### src/rtl/pm_controller.sv
// rtl/pm_controller.sv - power-management sequencer: gate debounce, sleep stall, timed wake, peripheral clock enable
module pm_controller #(
    parameter int GATE_DELAY = 4,
    parameter int WAKE_DELAY = 8,
    parameter int NUM_IRQ    = 20
) (
    input  logic               clock,
    input  logic               reset,
    input  logic               cpu_gate_i,
    input  logic               wakeup_i,
    input  logic               lvolt_i,
    input  logic [3:0]         clksd_i,
    input  logic [NUM_IRQ-1:0] irq_i,
    input  logic               force_stall_i,
    output logic               cpustall_o,
    output logic               periph_ce_o,
    output logic               lvolt_req_o,
    output logic [1:0]         state_o
);

    localparam int MAX_DELAY = (GATE_DELAY > WAKE_DELAY) ? GATE_DELAY : WAKE_DELAY;
    localparam int CW = $clog2(MAX_DELAY) + 1;
    localparam logic [CW-1:0] GATE_LAST = CW'(GATE_DELAY - 1);
    localparam logic [CW-1:0] WAKE_LAST = CW'(WAKE_DELAY - 1);

    typedef enum logic [1:0] {
        RUN       = 2'd0,
        GATE_WAIT = 2'd1,
        SLEEP     = 2'd2,
        WAKE_WAIT = 2'd3
    } state_t;

    state_t        state, next_state;
    logic [CW-1:0] cnt, cnt_next;
    logic          armed, armed_next;
    logic          lvolt_next;
    logic          wake;
    logic [3:0]    div_cnt;

    assign wake    = wakeup_i | (|irq_i);
    assign state_o = state;

    always_comb begin
        next_state = state;
        cnt_next   = cnt;
        armed_next = armed;
        lvolt_next = lvolt_req_o;
        case (state)
            RUN: begin
                // armed blocks re-entry until the gate request has been seen low after a wake
                if (!cpu_gate_i) begin
                    armed_next = 1'b1;
                end else if (armed && !wake) begin
                    next_state = GATE_WAIT;
                    cnt_next   = '0;
                end
            end
            GATE_WAIT: begin
                if (wake || !cpu_gate_i) begin
                    next_state = RUN;
                end else if (cnt == GATE_LAST) begin
                    next_state = SLEEP;
                    lvolt_next = lvolt_i;
                end else begin
                    cnt_next = cnt + CW'(1);
                end
            end
            SLEEP: begin
                if (wake) begin
                    next_state = WAKE_WAIT;
                    cnt_next   = '0;
                    lvolt_next = 1'b0;
                    armed_next = 1'b0;
                end
            end
            WAKE_WAIT: begin
                if (cnt == WAKE_LAST) begin
                    next_state = RUN;
                end else begin
                    cnt_next = cnt + CW'(1);
                end
            end
            default: next_state = RUN;
        endcase
    end

    always_ff @(posedge clock) begin
        if (reset) begin
            state       <= RUN;
            cnt         <= '0;
            armed       <= 1'b1;
            lvolt_req_o <= 1'b0;
            cpustall_o  <= 1'b0;
            periph_ce_o <= 1'b0;
            div_cnt     <= 4'd0;
        end else begin
            state       <= next_state;
            cnt         <= cnt_next;
            armed       <= armed_next;
            lvolt_req_o <= lvolt_next;
            cpustall_o  <= (next_state == SLEEP) || (next_state == WAKE_WAIT) || force_stall_i;
            // parking the divider at zero makes the first wake cycle produce an enable pulse
            if (next_state == SLEEP) begin
                periph_ce_o <= 1'b0;
                div_cnt     <= 4'd0;
            end else if (div_cnt == 4'd0) begin
                periph_ce_o <= 1'b1;
                div_cnt     <= clksd_i;
            end else begin
                periph_ce_o <= 1'b0;
                div_cnt     <= div_cnt - 4'd1;
            end
        end
    end

endmodule
### config.mk
export PLATFORM = sky130hd
export DESIGN_NAME = pm_controller
export DESIGN_NICKNAME = d
export VERILOG_FILES = /design/src/rtl/pm_controller.sv
export SDC_FILE = /design/constraint.sdc
export NUM_CORES = 1
export LEC_CHECK = 0
export CORE_MARGIN = 1
export CORE_UTILIZATION = 42
export CTS_CLUSTER_SIZE = 28
export DETAILED_ROUTE_END_ITERATION = 10
export PLACE_DENSITY = 0.86
export RECOVER_POWER = 50
export SYNTH_ARGS = -nofsm -noshare
export SYNTH_HDL_FRONTEND = slang
export SYNTH_SLANG_ARGS = --single-unit
### constraint.sdc
create_clock -name clock -period 1.95 [get_ports clock]
set_input_delay 0.195 -clock clock [delete_from_list [all_inputs] [get_ports clock]]
set_output_delay 0.195 -clock clock [all_outputs]
set_load 0.005 [all_outputs]
==> results of run 1 <==
## metrics by stage
stage	util, %	setup slack [ns]	setup TNS, ns
6_report	66.8	0.109	0
5_1_grt	66.8	0.00995	0
4_1_cts	66.7	0.0992	0
3_5_place_dp	65.5	-0.115	-0.283
3_3_place_gp	65.5	-0.0109	-0.0109
2_1_floorplan	-	0.211	0
## final cells by class
| class | instances | area (sq um) |
|---|---|---|
| multi-input combinational | 76 | 544 |
| timing repair buffer | 41 | 390 |
| inverter | 7 | 26.3 |
| clock buffer | 3 | 22.5 |
| fill | 171 | 644 |
| tap | 27 | 33.8 |
| sequential | 14 | 280 |
## cells in the mapped netlist
| master | n | area share [%] |
|---|---|---|
| nand3_1 | 5 | 2.9 |
| nand2_1 | 5 | 2.2 |
| o211ai_1 | 1 | 0.87 |
| a21o_1 | 1 | 0.87 |
| a21boi_0 | 1 | 0.87 |
| and4_2 | 1 | 1.2 |
| a311oi_1 | 1 | 1.0 |
| nor3_1 | 3 | 1.7 |
| or3b_2 | 1 | 1.0 |
| a221oi_2 | 1 | 1.7 |
| nand4_2 | 1 | 1.5 |
| and3_1 | 2 | 1.5 |
| nor2b_1 | 2 | 1.5 |
| a41o_1 | 1 | 1.2 |
| o41ai_4 | 1 | 3.2 |
| mux2i_1 | 2 | 2.3 |
| a31oi_1 | 2 | 1.5 |
| o21ai_0 | 4 | 2.3 |
| a221o_1 | 1 | 1.2 |
| nand3b_1 | 1 | 0.87 |
| o31ai_1 | 1 | 0.87 |
| dlygate4sd1_1 | 1 | 1.0 |
| or3_1 | 1 | 0.73 |
| nor4_4 | 3 | 7.4 |
| nor2_1 | 10 | 4.4 |
| ha_1 | 2 | 2.9 |
| nand4_1 | 1 | 0.73 |
| nand2b_1 | 6 | 4.4 |
| inv_1 | 7 | 3.0 |
| buf_4 | 1 | 0.87 |
| o311ai_0 | 1 | 1.0 |
| a21oi_1 | 11 | 6.4 |
| nor3b_1 | 1 | 0.87 |
| dfxtp_1 | 14 | 33 |
| a211oi_1 | 2 | 1.7 |
## power breakdown
group	switching [uW]	leakage [uW]	internal [uW]	total [uW]
Sequential	30.7	0.000114	331	362
Combinational	108	0.000385	139	246
Clock	91.8	0.0000138	71.8	164
Total	230	0.000514	542	772
## state kept, by name, indices dropped and copies added (netlist names)
register,count
cnt,4
periph_ce_o,1
cpustall_o,1
lvolt_req_o,1
armed,1
div_cnt,4
state_o,2
## worst paths after layout
kind,slack (ns),start,cells after the start,to
setup reg to reg,0.15,cnt[0],6,cnt[2]
hold reg to reg,0.49,div_cnt[3],2,div_cnt[3]
hold / removal,0.47,lvolt_i,3,lvolt_req_o
setup / recovery,0.11,irq_i[15],6,cnt[2]
## cell families after synthesis
family,after synthesis
AOI/OAI and AO/OA,29
DFF,14
and+or+nand+nor,43
muxes,2
adders and majority gates,2
buffers and inverters,9
## routing by layer
metal | vias to the layer above | part of all wire (%) | wire length, um | track usage, %
met1 | 428 | 40 | 918 | 27.7
met5 | - | 0 | 0 | 0
met2 | 27 | 54 | 1230 | 43.3
met4 | 0 | 0.83 | 19 | 5.71
li1 | 451 | - | - | -
met3 | 4 | 5.4 | 125 | 6.54
## worst min-delay path, cell delays in order
cell and delay [ns]:
clkdlybuf4s50_1 0.40, nand3_1 0.06, a21oi_1 0.05
==> metrics.txt, run 1 <==
status=finished with violations; violated checks=DRC; hpwl dp=1.92 mm; Yosys cell types=35; Post-Synth XOR/XNOR Area=0%; Tot Pwr=772 uW; Final Hold Viols=0; CTS Hold Bufs=0; CP Max Fanout=3; TritonCTS clock tree=done; antenna violations before repair=0; dpl cells=165; Starting Density=44.4%; post-route insts no fill=168; vias in the first global route=851; crit path launch type=input port; headroom to the max-slew limit=74.7%; fraction of the mapped netlist area in simple logic gates=32.7%; maximum root-to-sink buffer count=2; GP Congestion=0.854; crit-path leading delay family=compound AO/OA/AOI/OAI gates; area of the core=1940 sq um; total congestion overflow=0; WP data arrival=2.03 ns; final slew viol count=0; Top Ports=35; total number of vias=910; root buffer cell=clkbuf_4; die span in y=47.3 um; DR WL/cell=13.7 um; area growth from synthesis to layout=50.5%; peak supply drop=0.563 mV; CP Cell Sequence=clkdlybuf4s50_1 -> nor4_4 -> nand4_1 -> o41ai_4 -> a31oi_1 -> a311oi_1; Sink Count=14; worst-margin pin slew=0.378 ns; RSZ-0062 raised after global routing=false; most frequent cells in the layout=clkdlybuf4s50_1, dfxtp_1, a21oi_1; WL final=2.30 mm; drt pass-1 iters=7; P per Cell Area=595 nW/um^2; Final Instance Area=1300 sq um; crit end category=flop; first-pass GRT wire length=3.70 mm; die footprint=2240 sq um; Buf+Inv Stages, Crit Path=1; min-delay worst type=in -> reg; Die W=47.3 um; Peak Freq=0.543 GHz; FF+latch count, synth=14; synthesized area=862 sq um; Placed Instance Area=1270 sq um; row count=16; H-tree levels=1; Worst-path clk slew=0.08 ns; Post-layout nets=175; max incr delay on CP=0.48 ns; Cells after Synth=99; yosys warns=0; max-cap violations=0; largest net degree at the start of global routing=16; commonest non-fill, non-tap cell in the layout=clkdlybuf4s50_1; crit share post-route=94.4%; Via-to-Cell Ratio=5.42; mux share of post-synthesis cell area=2.32%; Synth Area in Adders=2.90%; ant diodes=0; largest family of logic cells by synthesized area=simple AND/OR/NAND/NOR gates; slowest CP cell=o41ai_4; CP Class=in -> reg; hold slack=0.468 ns; Pleak=0.000514 uW; Mean Syn Cell Area=8.71 sq um; worst clock skew=0.00345 ns; PortBufs=34; worst skew pair latency=0.28 ns; DRC Markers=2; min cycle time layout=1.84 ns; total CTS buffers=3; all-layer global routing usage=24.0%; sequential share of the synthesized area=32.5%; Iter 0 DRT Violations=31; post-synthesis compound-gate area fraction=24.7%; worst endpoint required time=2.14 ns; post-cts resize count=0; Post-CTS Setup Bufs=0; syn nets=131; Final setup viols=0; Antenna Nets Post-Route=0; share of cells above drive strength 1=12.1%
No activity file was read; power rests on OpenSTA's default activity.
==> inputs of run 2 (changes only) <==
--- a/config.mk
+++ b/config.mk
@@ -11,6 +11,7 @@
 export DETAILED_ROUTE_END_ITERATION = 10
 export PLACE_DENSITY = 0.86
 export RECOVER_POWER = 50
+export SKIP_LAST_GASP = 1
 export SYNTH_ARGS = -nofsm -noshare
 export SYNTH_HDL_FRONTEND = slang
 export SYNTH_SLANG_ARGS = --single-unit
==> results of run 2 <==
Final layout, timing and power as in run 1 (identical DEF).
==> inputs of run 3 (changes only) <==
--- a/config.mk
+++ b/config.mk
@@ -11,6 +11,7 @@
 export DETAILED_ROUTE_END_ITERATION = 10
 export PLACE_DENSITY = 0.86
 export RECOVER_POWER = 50
+export REMOVE_ABC_BUFFERS = 1
 export SKIP_LAST_GASP = 1
 export SYNTH_ARGS = -nofsm -noshare
 export SYNTH_HDL_FRONTEND = slang
==> run 3 against run 2 <==
The flow now finishes without violations. Die area unchanged. Core utilization up 0.52 points. Maximum frequency up 0.75%. Clock skew down 0.0020 ns. Register-to-register slack worse by 0.02 ns. Total power up 5.8%. Sequential power about the same. Clock power up 24%. Largest cell class unchanged. Largest power group unchanged.
==> metrics.txt, run 3 (same netlist as run 1, synthesis figures left out) <==
status=completed; area growth from synthesis to layout=51.7%; final worst setup slack=0.123 ns; antenna violations before repair=0; Buf+Inv Stages, Crit Path=1; Die W=47.3 um; WP data arrival=2.01 ns; crit-path leading delay family=compound AO/OA/AOI/OAI gates; Peak Freq=0.547 GHz; most frequent cells in the layout=clkdlybuf4s50_1, dfxtp_1, a21oi_1; share of total power in sequential cells=44.7%; total congestion overflow=0; Final setup viols=0; PortBufs=34; Starting Density=44.4%; crit end category=flop; H-tree levels=1; die span in y=47.3 um; Top Ports=35; P per Cell Area=624 nW/um^2; worst endpoint required time=2.13 ns; Post-layout nets=176; die footprint=2240 sq um; vias in the first global route=831; CP Cell Sequence=clkdlybuf4s50_1 -> nor4_4 -> nand4_1 -> o41ai_4 -> a31oi_1 -> a311oi_1; Final Hold Viols=0; Worst-path clk slew=0.08 ns; commonest non-fill, non-tap cell in the layout=clkdlybuf4s50_1; area of the core=1940 sq um; worst skew pair latency=0.28 ns; total number of vias=935; ant diodes=0; all-layer global routing usage=23.3%; largest net degree at the start of global routing=16; setup slack at placement=-0.156 ns; Comb pwr share=30.3%; row count=16; max-cap violations=0; CTS Hold Bufs=0; Via-to-Cell Ratio=5.50; DR WL/cell=14.0 um; internal power=583 uW; CP Max Fanout=3; Post-CTS Setup Bufs=0; slowest CP cell=clkdlybuf4s50_1; min-delay worst type=in -> reg; post-layout util=67.3%; maximum root-to-sink buffer count=2; final slew viol count=0; sw power=233 uW; root buffer cell=clkbuf_4; DRC Markers=0; hpwl dp=1.96 mm; min cycle time layout=1.83 ns; worst clock skew=0.00148 ns; crit share post-route=93.7%; RSZ-0062 raised after global routing=false; Clock power frac=25.0%; post-cts resize count=0; headroom to the max-slew limit=73.5%; TritonCTS clock tree=done; CP Class=in -> reg; Iter 0 DRT Violations=22; WL final=2.37 mm; Sink Count=14; crit path launch type=input port; Pleak=0.000527 uW; max incr delay on CP=0.45 ns; worst-margin pin slew=0.397 ns; Antenna Nets Post-Route=0; GP Congestion=0.870; share of cells above drive strength 1=13.3%; drt pass-1 iters=4; total CTS buffers=3; first-pass GRT wire length=3.57 mm; Sw Ratio=28.6%; peak supply drop=0.621 mV
==> run 3: cell types whose count changed in the layout (fill, tap and decap cells not counted), sizes merged <==
cell	previous run	this run
buf	6	7
clkbuf	4	5
==> run 3: routing by layer <==
layer	routed length [um]	track usage, %	vias to the layer above	part of all wire [%]
met5	0	0	-	0
met4	23	5.71	0	0.97
met3	124	6.92	4	5.2
met2	1300	44.4	33	55
met1	929	24.6	441	39
li1	-	-	457	-
==> run 3: final cells by class <==
cell class | count | area (sq um)
fill | 174 | 634
multi-input combinational | 76 | 533
timing repair buffer | 42 | 398
sequential | 14 | 280
clock buffer | 4 | 36.3
tap | 27 | 33.8
inverter | 7 | 26.3
==> run 3: power groups by stage <==
stage / Combinational, uW / Sequential, uW / Clock, uW
floorplan: 134 / 364 / 0
global placement: 239 / 368 / 0
detailed placement: 252 / 371 / 0
CTS: 253 / 365 / 212
global route: 273 / 367 / 220
finish: 248 / 365 / 204
==> run 3: final timing paths <==
kind	from	slack [ns]	depth (start not counted)	end
setup / recovery	irq_i[12]	0.12	6	cnt[2]
hold / removal	force_stall_i	0.49	3	cpustall_o
setup reg to reg	cnt[0]	0.13	6	cnt[0]
hold reg to reg	div_cnt[3]	0.50	2	div_cnt[3]
==> run 3: worst reg2reg max path, stage by stage (launching register included) <==
cell and delay (ns):
dfxtp_1 0.40, ha_1 0.24, nor3b_1 0.21, buf_4 0.16, o41ai_4 0.09, a221oi_2 0.44
mux2i_1 0.22
==> run 3: stage by stage <==
step | cell area, sq um | total power (uW) | setup TNS (ns) | hold WS (ns) | instances
after detailed placement | 1280 | 624 | -0.307 | 0.492 | 166
after global routing | 1310 | 860 | 0 | 0.517 | 170
final | 1310 | 816 | 0 | 0.485 | 170
after floorplan | 846 | 498 | 0 | 0.264 | 97
after CTS | 1320 | 830 | 0 | 0.483 | 170
after global placement | 1280 | 607 | -0.00370 | 0.485 | 166
